<file path="src/rtl/ctrl_pkg.sv">
// Shared definitions for the multi-cycle RV32I control sequencer:
// FSM states, opcode constants and the ALU / result / PC-select encodings.
package ctrl_pkg;

    typedef enum logic [3:0] {
        FETCH,
        DECODE,
        EXEC,
        WB,
        ADDR,
        MEM,
        LWB,
        BRANCH,
        JUMP,
        TRAP
    } state_t;

    localparam logic [6:0] OP_R      = 7'b0110011;
    localparam logic [6:0] OP_IALU   = 7'b0010011;
    localparam logic [6:0] OP_LUI    = 7'b0110111;
    localparam logic [6:0] OP_LOAD   = 7'b0000011;
    localparam logic [6:0] OP_STORE  = 7'b0100011;
    localparam logic [6:0] OP_BRANCH = 7'b1100011;
    localparam logic [6:0] OP_JAL    = 7'b1101111;
    localparam logic [6:0] OP_JALR   = 7'b1100111;

    localparam logic [31:0] IR_NOP = 32'h0000_0013;

    typedef enum logic [3:0] {
        ALU_ADD   = 4'b0000,
        ALU_SUB   = 4'b0001,
        ALU_AND   = 4'b0010,
        ALU_OR    = 4'b0011,
        ALU_XOR   = 4'b0100,
        ALU_SLT   = 4'b0101,
        ALU_SLL   = 4'b0110,
        ALU_SR    = 4'b0111,
        ALU_SLTU  = 4'b1000,
        ALU_PASSB = 4'b1001
    } alu_ctrl_t;

    localparam logic [1:0] RES_ALU = 2'b00;
    localparam logic [1:0] RES_MEM = 2'b01;
    localparam logic [1:0] RES_PC4 = 2'b10;

    localparam logic [1:0] PC_PLUS4  = 2'b00;
    localparam logic [1:0] PC_TARGET = 2'b01;
    localparam logic [1:0] PC_JALR   = 2'b10;

endpackage

</file>
<file path="src/rtl/alu_decoder.sv">
// Combinational map from opcode/funct3/funct7[5] to the ALU operation and
// the arithmetic-vs-logical right-shift select.
module alu_decoder
    import ctrl_pkg::*;
(
    input  logic [6:0] opcode,
    input  logic [2:0] funct3,
    input  logic       funct7_5,
    output logic [3:0] alu_ctrl,
    output logic       shift_right_type
);

    // NOTE: every output gets a default before the case so no latch is inferred.
    always_comb begin
        alu_ctrl         = ALU_ADD;
        shift_right_type = 1'b0;
        if (opcode == OP_LUI) begin
            alu_ctrl = ALU_PASSB;
        end else if (opcode == OP_R || opcode == OP_IALU) begin
            unique case (funct3)
                3'b000: alu_ctrl = (opcode == OP_R && funct7_5) ? ALU_SUB : ALU_ADD;
                3'b001: alu_ctrl = ALU_SLL;
                3'b010: alu_ctrl = ALU_SLT;
                3'b011: alu_ctrl = ALU_SLTU;
                3'b100: alu_ctrl = ALU_XOR;
                3'b101: begin
                    alu_ctrl         = ALU_SR;
                    shift_right_type = funct7_5;
                end
                3'b110: alu_ctrl = ALU_OR;
                3'b111: alu_ctrl = ALU_AND;
                default: alu_ctrl = ALU_ADD;
            endcase
        end
    end

endmodule

</file>
<file path="src/rtl/multicycle_ctrl.sv">
// Multi-cycle RV32I control sequencer: latches the instruction, steps one
// state per cycle and drives the datapath strobes, PC select and instret.
module multicycle_ctrl
    import ctrl_pkg::*;
#(
    parameter int DATA_WIDTH = 32,
    parameter int CNT_WIDTH  = 32
) (
    input  logic                  clk,
    input  logic                  rst,
    input  logic [DATA_WIDTH-1:0] instr,
    input  logic                  imem_ready,
    input  logic                  dmem_ready,
    input  logic                  Zero,
    output logic                  imem_req,
    output logic                  dmem_req,
    output logic [DATA_WIDTH-1:0] ir_out,
    output logic                  AluSrc,
    output logic [3:0]            ALUControl,
    output logic                  shift_right_type,
    output logic                  WE,
    output logic                  WE3,
    output logic [1:0]            ResultSrc,
    output logic                  pc_write,
    output logic [1:0]            pc_src,
    output logic                  illegal,
    output logic [CNT_WIDTH-1:0]  instret
);

    state_t                state_q, state_d;
    logic [DATA_WIDTH-1:0] ir_q;
    logic [CNT_WIDTH-1:0]  instret_q;
    logic                  illegal_q;

    logic [6:0] opcode;
    logic [2:0] funct3;
    logic [3:0] dec_alu_ctrl;
    logic       dec_srt;

    logic       ir_load, retire;
    logic       imem_req_c, dmem_req_c, alu_src_c, srt_c, we_c, we3_c, pc_write_c;
    logic [3:0] alu_ctrl_c;
    logic [1:0] result_src_c, pc_src_c;

    assign opcode = ir_q[6:0];
    assign funct3 = ir_q[14:12];

    alu_decoder u_alu_decoder (
        .opcode           (opcode),
        .funct3           (funct3),
        .funct7_5         (ir_q[30]),
        .alu_ctrl         (dec_alu_ctrl),
        .shift_right_type (dec_srt)
    );

    // NOTE: sequential state uses non-blocking assignments; reset covers only
    // the architectural registers (state, IR, counter, sticky flag).
    always_ff @(posedge clk or posedge rst) begin
        if (rst) begin
            state_q   <= FETCH;
            ir_q      <= DATA_WIDTH'(IR_NOP);
            instret_q <= '0;
            illegal_q <= 1'b0;
        end else begin
            state_q <= state_d;
            if (ir_load)
                ir_q <= instr;
            if (retire)
                instret_q <= instret_q + CNT_WIDTH'(1);
            if (state_d == TRAP)
                illegal_q <= 1'b1;
        end
    end

    always_comb begin
        state_d      = state_q;
        ir_load      = 1'b0;
        retire       = 1'b0;
        imem_req_c   = 1'b0;
        dmem_req_c   = 1'b0;
        alu_src_c    = 1'b0;
        alu_ctrl_c   = ALU_ADD;
        srt_c        = 1'b0;
        we_c         = 1'b0;
        we3_c        = 1'b0;
        result_src_c = RES_ALU;
        pc_write_c   = 1'b0;
        pc_src_c     = PC_PLUS4;

        unique case (state_q)
            FETCH: begin
                imem_req_c = 1'b1;
                if (imem_ready) begin
                    ir_load = 1'b1;
                    state_d = DECODE;
                end
            end
            DECODE: begin
                unique case (opcode)
                    OP_R, OP_IALU, OP_LUI: state_d = EXEC;
                    OP_LOAD, OP_STORE:     state_d = ADDR;
                    OP_BRANCH:             state_d = BRANCH;
                    OP_JAL, OP_JALR:       state_d = JUMP;
                    default:               state_d = TRAP;
                endcase
            end
            EXEC: begin
                alu_src_c  = (opcode != OP_R);
                alu_ctrl_c = dec_alu_ctrl;
                srt_c      = dec_srt;
                state_d    = WB;
            end
            WB: begin
                // ALU controls stay on so the result is still valid at write-back.
                alu_src_c  = (opcode != OP_R);
                alu_ctrl_c = dec_alu_ctrl;
                srt_c      = dec_srt;
                we3_c      = 1'b1;
                pc_write_c = 1'b1;
                retire     = 1'b1;
                state_d    = FETCH;
            end
            ADDR: begin
                alu_src_c = 1'b1;
                state_d   = MEM;
            end
            MEM: begin
                dmem_req_c = 1'b1;
                alu_src_c  = 1'b1;
                we_c       = (opcode == OP_STORE);
                if (dmem_ready) begin
                    if (opcode == OP_STORE) begin
                        // A store retires here; the PC strobe is qualified by the handshake.
                        pc_write_c = 1'b1;
                        retire     = 1'b1;
                        state_d    = FETCH;
                    end else begin
                        state_d = LWB;
                    end
                end
            end
            LWB: begin
                we3_c        = 1'b1;
                result_src_c = RES_MEM;
                pc_write_c   = 1'b1;
                retire       = 1'b1;
                state_d      = FETCH;
            end
            BRANCH: begin
                if (funct3 == 3'b000 || funct3 == 3'b001) begin
                    alu_ctrl_c = ALU_SUB;
                    pc_write_c = 1'b1;
                    pc_src_c   = ((funct3 == 3'b000) ? Zero : !Zero) ? PC_TARGET : PC_PLUS4;
                    retire     = 1'b1;
                    state_d    = FETCH;
                end else begin
                    state_d = TRAP;
                end
            end
            JUMP: begin
                we3_c        = 1'b1;
                result_src_c = RES_PC4;
                pc_write_c   = 1'b1;
                retire       = 1'b1;
                if (opcode == OP_JALR) begin
                    pc_src_c  = PC_JALR;
                    alu_src_c = 1'b1;
                end else begin
                    pc_src_c = PC_TARGET;
                end
                state_d = FETCH;
            end
            TRAP: state_d = TRAP;
            default: state_d = TRAP;
        endcase
    end

    // Reset forces every control strobe low immediately, aborting any access.
    assign imem_req         = imem_req_c & ~rst;
    assign dmem_req         = dmem_req_c & ~rst;
    assign AluSrc           = alu_src_c & ~rst;
    assign ALUControl       = rst ? 4'b0000 : alu_ctrl_c;
    assign shift_right_type = srt_c & ~rst;
    assign WE               = we_c & ~rst;
    assign WE3              = we3_c & ~rst;
    assign ResultSrc        = rst ? 2'b00 : result_src_c;
    assign pc_write         = pc_write_c & ~rst;
    assign pc_src           = rst ? 2'b00 : pc_src_c;
    assign illegal          = illegal_q & ~rst;
    assign ir_out           = ir_q;
    assign instret          = instret_q;

endmodule
</file>
<file path="config.mk">
export PLATFORM = sky130hd
export DESIGN_NAME = multicycle_ctrl
export DESIGN_NICKNAME = d
export VERILOG_FILES = /design/src/rtl/ctrl_pkg.sv /design/src/rtl/alu_decoder.sv /design/src/rtl/multicycle_ctrl.sv
export SDC_FILE = /design/constraint.sdc
export NUM_CORES = 1
export LEC_CHECK = 0
export ABC_AREA = 1
export CORE_AREA = 4 4 94 96
export DETAILED_ROUTE_END_ITERATION = 6
export DIE_AREA = 0 0 98 100
export PLACE_DENSITY = 0.91
export SLEW_MARGIN = 20
export SYNTH_ARGS = -nofsm -noshare
export SYNTH_HDL_FRONTEND = slang
export SYNTH_HIERARCHICAL = 1
export SYNTH_SLANG_ARGS = --single-unit
export TNS_END_PERCENT = 1
</file>
<file path="constraint.sdc">
create_clock -name clk -period 4.99 [get_ports clk]
set_input_delay 0.499 -clock clk [delete_from_list [all_inputs] [get_ports clk]]
set_output_delay 0.499 -clock clk [all_outputs]
set_load 0.01 [all_outputs]
</file>
# Word level (Yosys, flattened, before mapping)
# Index checks and enable logic that the tools add are counted.
[classes] n_addsub=1 eq_ne=25 muxes=37 bitwise=9 reduce_logical=12
[op_table] operator="$add 32x1->32 const B" count=1
[op_table] operator="$pmux 4 s8" count=1
[op_table] operator="$pmux 4 s7" count=1
[op_table] operator="$mux 4" count=6
[op_table] operator="$eq 7x6->1 const B" count=3
[op_table] operator="$eq 7x7->1 const B" count=3
[op_table] operator="$mux 1" count=19
[op_table] operator="$eq 4x3->1 const B" count=4
[op_table] operator="$pmux 4 s4" count=1
[op_table] operator="$eq 3x3->1 const B" count=4
[op_table] operator="$and 1x1->1" count=8
[op_table] operator="$eq 4x2->1 const B" count=2
[op_table] operator="$eq 4x4->1 const B" count=2
[op_table] operator="$pmux 2 s2" count=2
[op_table] operator="$pmux 4 s2" count=1
[op_table] operator="$reduce_or 2->1" count=4
[op_table] operator="$eq 7x2->1 const B" count=1
[op_table] operator="$eq 7x5->1 const B" count=1
[op_table] operator="$ne 7x6->1 const B" count=1
[op_table] operator="$eq 3x2->1 const B" count=2
[op_table] operator="$mux 2" count=3
[op_table] operator="$pmux 1 s3" count=2
[op_table] operator="$reduce_or 3->1" count=2
[op_table] operator="$eq 4x1->1 const B" count=1
[op_table] operator="other kinds (8)" count=9
[word_totals] reg_bits=69 in_bits=37 output_inout_bits=80 wordCells=88

# Depth between registers and ports, before layout
# Gate-level depths: netlist of the first run.
[logic_depth] depth_word=8 mapped_depth=11 ltp_nobuf=11

# Cells and area by module
# Netlist of the first run, hierarchy kept.
[modules_own_cells] mod="multicycle_ctrl" n_inst=1 cells_per_inst=561 area_per_inst_um2=3871.2 seq_area_each_um2=1730.4
[modules_own_cells] mod="alu_decoder" n_inst=1 cells_per_inst=38 area_per_inst_um2=166.4 seq_area_each_um2=0.0

# Least setup slack after synthesis of the first run
# Ideal clock, no wire load.
[synth_path] path_kind="input to output" start="in rst" end="out pc_src[0]" arrival_time_ns=2.587 required_time_ns=4.491 slack_ns=1.904 stages=4 path_buffers=0 path_cell_list="inv_1 -> o21ai_0 -> a21oi_1 -> a22o_1"
[synth_via] elab_chain_cells=1
[synth_lines] element="start, declared" line_no="multicycle_ctrl.sv:10" source="input logic rst,"
[synth_lines] element="$mux 2" line_no="multicycle_ctrl.sv:188" source="assign pc_src = rst ? 2'b00 : pc_src_c;"
[synth_lines] element="end, declared" line_no="multicycle_ctrl.sv:25" source="output logic [1:0] pc_src,"
# No other way between the ends.

# Final worst setup path of the first run
[layout_path] start="reg ir_q[1] (netlist: ir_out[1])" end="out pc_write"
[layout_via] elab_chain_cells=5
[layout_lines] element="start, declared" line_no="multicycle_ctrl.sv:31" source="logic [DATA_WIDTH-1:0] ir_q;"
[layout_lines] element="start signal, assigned" line_no="multicycle_ctrl.sv:61" source="ir_q <= DATA_WIDTH'(IR_NOP);"
[layout_lines] element="start signal, assigned" line_no="multicycle_ctrl.sv:67" source="ir_q <= instr;"
[layout_lines] element="$eq 7x6->1" line_no="multicycle_ctrl.sv:132" source="if (opcode == OP_STORE) begin"
[layout_lines] element="$mux 1" line_no="multicycle_ctrl.sv:132"
[layout_lines] element="$mux 1" line_no="multicycle_ctrl.sv:131" source="if (dmem_ready) begin"
[layout_lines] element="$pmux 1 s3" line_no="multicycle_ctrl.sv:90" source="unique case (state_q)"
[layout_lines] element="$and 1x1->1" line_no="multicycle_ctrl.sv:187" source="assign pc_write = pc_write_c & ~rst;"
[layout_lines] element="end, declared" line_no="multicycle_ctrl.sv:24" source="output logic pc_write,"
# No other way between the ends.

==> results.sh, run 1 <==
export IMPL_status="completed"
export IMPL_cp_data_arrival_time_ns=2.87
export IMPL_timing_setup_tns_ns=0
export IMPL_finalSetupViolations=0
export IMPL_fin_hold_ws_ns=0.455
export IMPL_grt_use_total_pct=23.5
export IMPL_clk_latency_ns=0.35
export IMPL_final_core_util_pct=67.6
export IMPL_via_per_inst=5.24
export IMPL_detail_route_wl_per_cell_um=13.8
export IMPL_hp_class="register to register"
export IMPL_core_um2=8050
export IMPL_cts_tree="done"
export IMPL_syn_area_per_cell_um2=6.74
export IMPL_drive_above_1_share_pct=6.11
export IMPL_rsz0062_at_grt="false"
export IMPL_first_global_vias=4132
export IMPL_place_gp_congestion=0.965
export IMPL_p_leak_uw=0.00251
export IMPL_wl_um=11400
export IMPL_seq_area_frac_synth_pct=42.9
export IMPL_postPlaceCellArea_um2=5270
export IMPL_area_delta_synth_final_pct=34.9
export IMPL_drc_errors=0
export IMPL_fin_area_um2=5450
export IMPL_post_cts_resized=0
export IMPL_cts_sinks=69
export IMPL_antenna_found_initial=0
export IMPL_chipWidth_um=98
export IMPL_die_y_um=100
export IMPL_finalMaxSlewViolations=0
export IMPL_ios=117
export IMPL_grt_max_degree=68
export IMPL_place_ws_ns=1.73
export IMPL_timing_fmax_mhz=297
export IMPL_skew_ns=0.0121
export IMPL_max_slew_worst_pin_slew_ns=0.992
export IMPL_yosysWarnings=6
export IMPL_fin_crit_ns=3.37
export IMPL_cts_buffers=9
export IMPL_initial_core_util_pct=50.1
export IMPL_via_count=4320
export IMPL_initialDrtViolationCount=352
export IMPL_root_buffer="clkbuf_8"
export IMPL_setup_ws_ns=1.62
export IMPL_cts_hold_buf=0
export IMPL_crit_path_top_delay_cell="dfstp_2"
export IMPL_worstPathMaxFanout=58
export IMPL_n_antenna_cell=0
export IMPL_path_delay_family="buffers and inverters"
export IMPL_worstPathCellList="nand2_2, nor2_4, nand4_2, nor2_2, nand2_1, nand2_2, buf_4, inv_2, nor2_1, clkdlybuf4s50_1"
export IMPL_slew_limit_headroom_pct=33.5
export IMPL_crit_path_frequent_cell="nand2_2"
export IMPL_final_nets=753
export IMPL_htreeDepth=3
export IMPL_netlist_instances=599
export IMPL_cp_num_buf_inv=3
export IMPL_path_clk_slew_ns=0.09
export IMPL_dieArea_um2=9800
export IMPL_post_cts_setup_buffers=0
export IMPL_finalCritPeriodShare_pct=67.5
export IMPL_final_antenna_net_count=0
export IMPL_end_kind="output port"
export IMPL_first_pass_iters=6
export IMPL_fillCellCount=684
export IMPL_synth_nets=637
export IMPL_netlist_area_um2=4040
export IMPL_slowest_delay_ns=0.57
export IMPL_synth_top_area_share_pct=40.9
export IMPL_worst_setup_path_type="register to output port"
export IMPL_grt_pass1_wl_um=18900
export IMPL_p_per_area_nw_per_um2=188
export IMPL_synthTopCellsByArea="dfrtp_1 (41%), nand2_1 (22%), inv_1 (6.3%), nor2_1 (6.0%), nand3_1 (5.6%)"
export IMPL_clockBufferDepth=2
export IMPL_worstSetupStartpointType="register"
export IMPL_peakVddDrop_mv=0.141
export IMPL_cap_violations=0
export IMPL_grt_overflow=0
export IMPL_dp_hpwl_um=8550
export IMPL_rows=33
export IMPL_hold_viol=0
export IMPL_synth_cell_types=30
export IMPL_cp_required_ns=4.49
export IMPL_synth_seq_cells=69
export IMPL_yosys_area_top_type="dfrtp_1"
export IMPL_port_buffers=116
-- sequential cells by signal, summed over array words and instances, names as in the netlist --
register / cells
illegal_q: 1
instret: 32
state_q: 4
ir_out: 32
-- logic make-up (layout without fill, tap and decap cells) --
kind of cell / Yosys count / after routing / synth area share, %
simple gates: 384 / 384 / 39.5
buf+inv: 88 / 209 / 8.96
flops: 69 / 69 / 42.9
compound gates: 49 / 49 / 6.60
xor+xnor: 8 / 8 / 1.74
fa+ha+maj: 1 / 1 / 0.310
-- cell usage after synthesis, drive strengths merged --
| cell type | n |
|---|---|
| o211ai | 1 |
| o21ai | 41 |
| nor4 | 1 |
| nor2 | 70 |
| and2 | 1 |
| inv | 75 |
| ha | 1 |
| nand4 | 6 |
| nand3b | 1 |
| a21oi | 6 |
| buf | 10 |
| nand3 | 46 |
| xor2 | 8 |
| nor3 | 21 |
| dfstp | 3 |
| dfrtp | 66 |
| nor3b | 1 |
| nor2b | 1 |
| clkbuf | 3 |
| nand2 | 236 |
| a22o | 1 |
-- final timing paths --
kind                            startpoint    endpoint  slack, ns  depth (start not counted)
worst max-delay path             ir_out[1]    pc_write       1.62                         10
worst min-delay path             illegal_q   illegal_q       0.46                          2
worst max register to register  state_q[1]  ir_out[12]       1.93                          6
worst min register to register   illegal_q   illegal_q       0.46                          2
max in group asynchronous              rst  instret[3]       3.38                          3
min in group asynchronous              rst  ir_out[14]       0.58                          2
-- where the power goes --
part / switching, µW / leakage (µW) / internal [µW] / total [µW]
clock network: 234 / 0.0000906 / 186 / 421
logic: 17.6 / 0.00153 / 26.1 / 43.6
registers: 0 / 0.000891 / 559 / 559
-- cell type report --
cell class,count,area [µm²],area share (%)
multi-input cells,442,1950,35.7
well taps,105,131,2.41
flip-flops and latches,69,1730,31.8
inverters,75,282,5.17
clock inverters,7,56.3,1.03
repair buffers,118,1180,21.6
clock buffers,9,124,2.27
-- per-layer routing --
layer,track usage (%),vias up,part of all wire (%)
met1,29.2,2006,41
met5,0,-,0
li1,-,2107,-
met3,5.21,27,7.0
met2,40.1,180,50
met4,8.95,0,2.7
-- worst min-delay path: stages (launching register included) --
cell     delay (ns)
dfrtp_1        0.32
inv_1          0.05
nand2_1        0.06
-- cells in the final DEF (no fill, tap or decap) --
cell / instances
nand2_1: 233
clkdlybuf4s50_1: 116
inv_1: 66
dfrtp_1: 66
nor2_1: 65
nand3_1: 45
o21ai_0: 27
nor3_1: 21
o21ai_1: 10
clkbuf_8: 9
inv_2: 8
xor2_1: 8
a21oi_1: 6
nand4_1: 5
nor2_2: 4
o21ai_2: 4
nand2_2: 3
inv_6: 3
dfstp_2: 3
clkinv_4: 2
buf_4: 2
clkinv_1: 1
nor2_4: 1
and2_1: 1
nand4_2: 1
o211ai_1: 1
a22o_1: 1
nand3b_1: 1
nand3_2: 1
nor4_1: 1
nor2b_1: 1
ha_1: 1
clkinv_2: 1
clkinvlp_4: 1
nor3b_2: 1
-- per-stage QoR --
stage               std cells  total power [µW]
global placement          809               614
detailed placement        809               614
finish                    825              1020
floorplan                 599               580
global route              825              1060
CTS                       825              1030
Power figures use the tool's default switching activity.
==> run 2, diff against run 1 <==
CORE_AREA = 4 4 102 104   (was 4 4 94 96)
DIE_AREA = 0 0 106 108   (was 0 0 98 100)
PLACE_DENSITY = 0.83   (was 0.91)
clock period = 2.8 ns   (was 4.99 ns; I/O delays follow)
==> run 2 against run 1 <==
Compared with the run above:
- first-iteration DRC count shrank 41%
- clock power grew 110%
- highest routed layer unchanged
- combinational power up 76%
- clock-buffer cell count up 3
- critical endpoint unchanged
- critical path type unchanged
- register-to-register slack worse by 1.3 ns
- sequential cell count is the same
==> results.sh, run 2 (synthesized netlist as in run 1, its figures left out) <==
export IMPL_status="completed"
export IMPL_drc_errors=0
export IMPL_path_delay_family="simple AND/OR/NAND/NOR gates"
export IMPL_cts_tree="done"
export IMPL_hp_class="primary input to register"
export IMPL_area_delta_synth_final_pct=37.1
export IMPL_first_global_vias=4065
export IMPL_root_buffer="clkbuf_8"
export IMPL_drive_above_1_share_pct=6.37
export IMPL_grt_pass1_wl_um=19300
export IMPL_slowest_delay_ns=0.57
export IMPL_p_per_area_nw_per_um2=355
export IMPL_max_slew_worst_pin_slew_ns=0.903
export IMPL_rsz0062_at_grt="false"
export IMPL_n_antenna_cell=0
export IMPL_via_per_inst=4.88
export IMPL_post_cts_setup_buffers=0
export IMPL_initialDrtViolationCount=206
export IMPL_stdcell_count=855
export IMPL_end_kind="output port"
export IMPL_path_clk_slew_ns=0.08
export IMPL_worstSetupStartpointType="register"
export IMPL_die_y_um=108
export IMPL_place_gp_congestion=0.938
export IMPL_cts_sinks=69
export IMPL_clk_latency_ns=0.36
export IMPL_grt_use_total_pct=21.0
export IMPL_via_count=4173
export IMPL_ios=117
export IMPL_peakVddDrop_mv=0.283
export IMPL_hold_viol=0
export IMPL_worstPathMaxFanout=7
export IMPL_cp_num_buf_inv=2
export IMPL_port_buffers=116
export IMPL_p_leak_uw=0.00255
export IMPL_fin_crit_ns=2.62
export IMPL_finalSetupViolations=0
export IMPL_wl_um=11500
export IMPL_crit_path_top_delay_cell="dfstp_2"
export IMPL_post_place_cells=839
export IMPL_slew_limit_headroom_pct=39.8
export IMPL_rows=36
export IMPL_final_common_cell="nand2_1"
export IMPL_core_um2=9550
export IMPL_dp_hpwl_um=8590
export IMPL_finalMaxSlewViolations=0
export IMPL_worstPathCellList="nand2_2, nor2_4, nand4_2, nor2_2, nand2_1, nand2_2, inv_2, nor2_1, clkdlybuf4s50_1"
export IMPL_grt_overflow=0
export IMPL_skew_ns=0.0127
export IMPL_cts_hold_buf=0
export IMPL_htreeDepth=3
export IMPL_clockBufferDepth=2
export IMPL_finalCritPeriodShare_pct=93.6
export IMPL_antenna_found_initial=0
export IMPL_post_cts_resized=0
export IMPL_grt_max_degree=70
export IMPL_timing_fmax_mhz=381
export IMPL_detail_route_wl_per_cell_um=13.5
export IMPL_timing_setup_tns_ns=0
export IMPL_dieArea_um2=11400
export IMPL_crit_path_frequent_cell="nand2_2"
export IMPL_fin_hold_ws_ns=0.427
export IMPL_initial_core_util_pct=42.3
export IMPL_worst_setup_path_type="register to output port"
export IMPL_cp_data_arrival_time_ns=2.34
export IMPL_layout_common_cells="nand2_1 (233), clkdlybuf4s50_1 (116), inv_1 (67)"
export IMPL_first_pass_iters=5
export IMPL_chipWidth_um=106
export IMPL_cap_violations=0
export IMPL_cts_buffers=9
export IMPL_cp_required_ns=2.52
export IMPL_total_power_uw=1970
export IMPL_final_antenna_net_count=0
export IMPL_final_nets=755
run 2: final timing paths:
| path | startpoint | to | slack [ns] | cells after the start |
|---|---|---|---|---|
| worst min register to register | illegal_q | illegal_q | 0.45 | 2 |
| min in group asynchronous | rst | ir_out[30] | 0.83 | 3 |
| worst max register to register | ir_out[1] | instret[5] | 0.64 | 9 |
| max in group asynchronous | rst | ir_out[20] | 1.34 | 3 |
| worst min-delay path | instr[1] | ir_out[1] | 0.43 | 3 |
| worst max-delay path | ir_out[1] | pc_write | 0.18 | 9 |
run 2: metrics by stage:
step | worst slack [ns] | utilization [%] | instance area (µm²)
6_report | 0.178 | 58.0 | 5540
5_1_grt | 0.0139 | 58.0 | 5540
4_1_cts | 0.178 | 58.0 | 5540
3_5_place_dp | 0.571 | 55.7 | 5320
3_3_place_gp | 0.612 | 55.7 | 5320
2_1_floorplan | 0.152 | - | 4040
run 2: power by group:
part | total, µW | switching (µW) | internal, µW
combinational | 76.9 | 30.6 | 46.2
clock | 893 | 406 | 487
sequential | 996 | 0 | 996
run 2: routing by layer:
| layer | track usage [%] | routed length [µm] |
|---|---|---|
| met3 | 4.18 | 671 |
| met2 | 35.1 | 5560 |
| met4 | 9.99 | 352 |
| met1 | 26.3 | 4920 |
| met5 | 0 | 0 |
run 2: area by class of cell:
cell class / instances / area, µm²
Clock buffer: 12 / 165
Clock inverter: 4 / 55.1
Fill cell: 898 / 4010
Inverter: 75 / 282
Multi-Input combinational cell: 442 / 1950
Sequential cell: 69 / 1730
Tap cell: 133 / 166
Timing Repair Buffer: 120 / 1190
run 2: tightest hold or removal path, cell delays in order:
cell             delay [ns]
clkdlybuf4s50_1        0.40
nand2_1                0.07
nand2_1                0.05
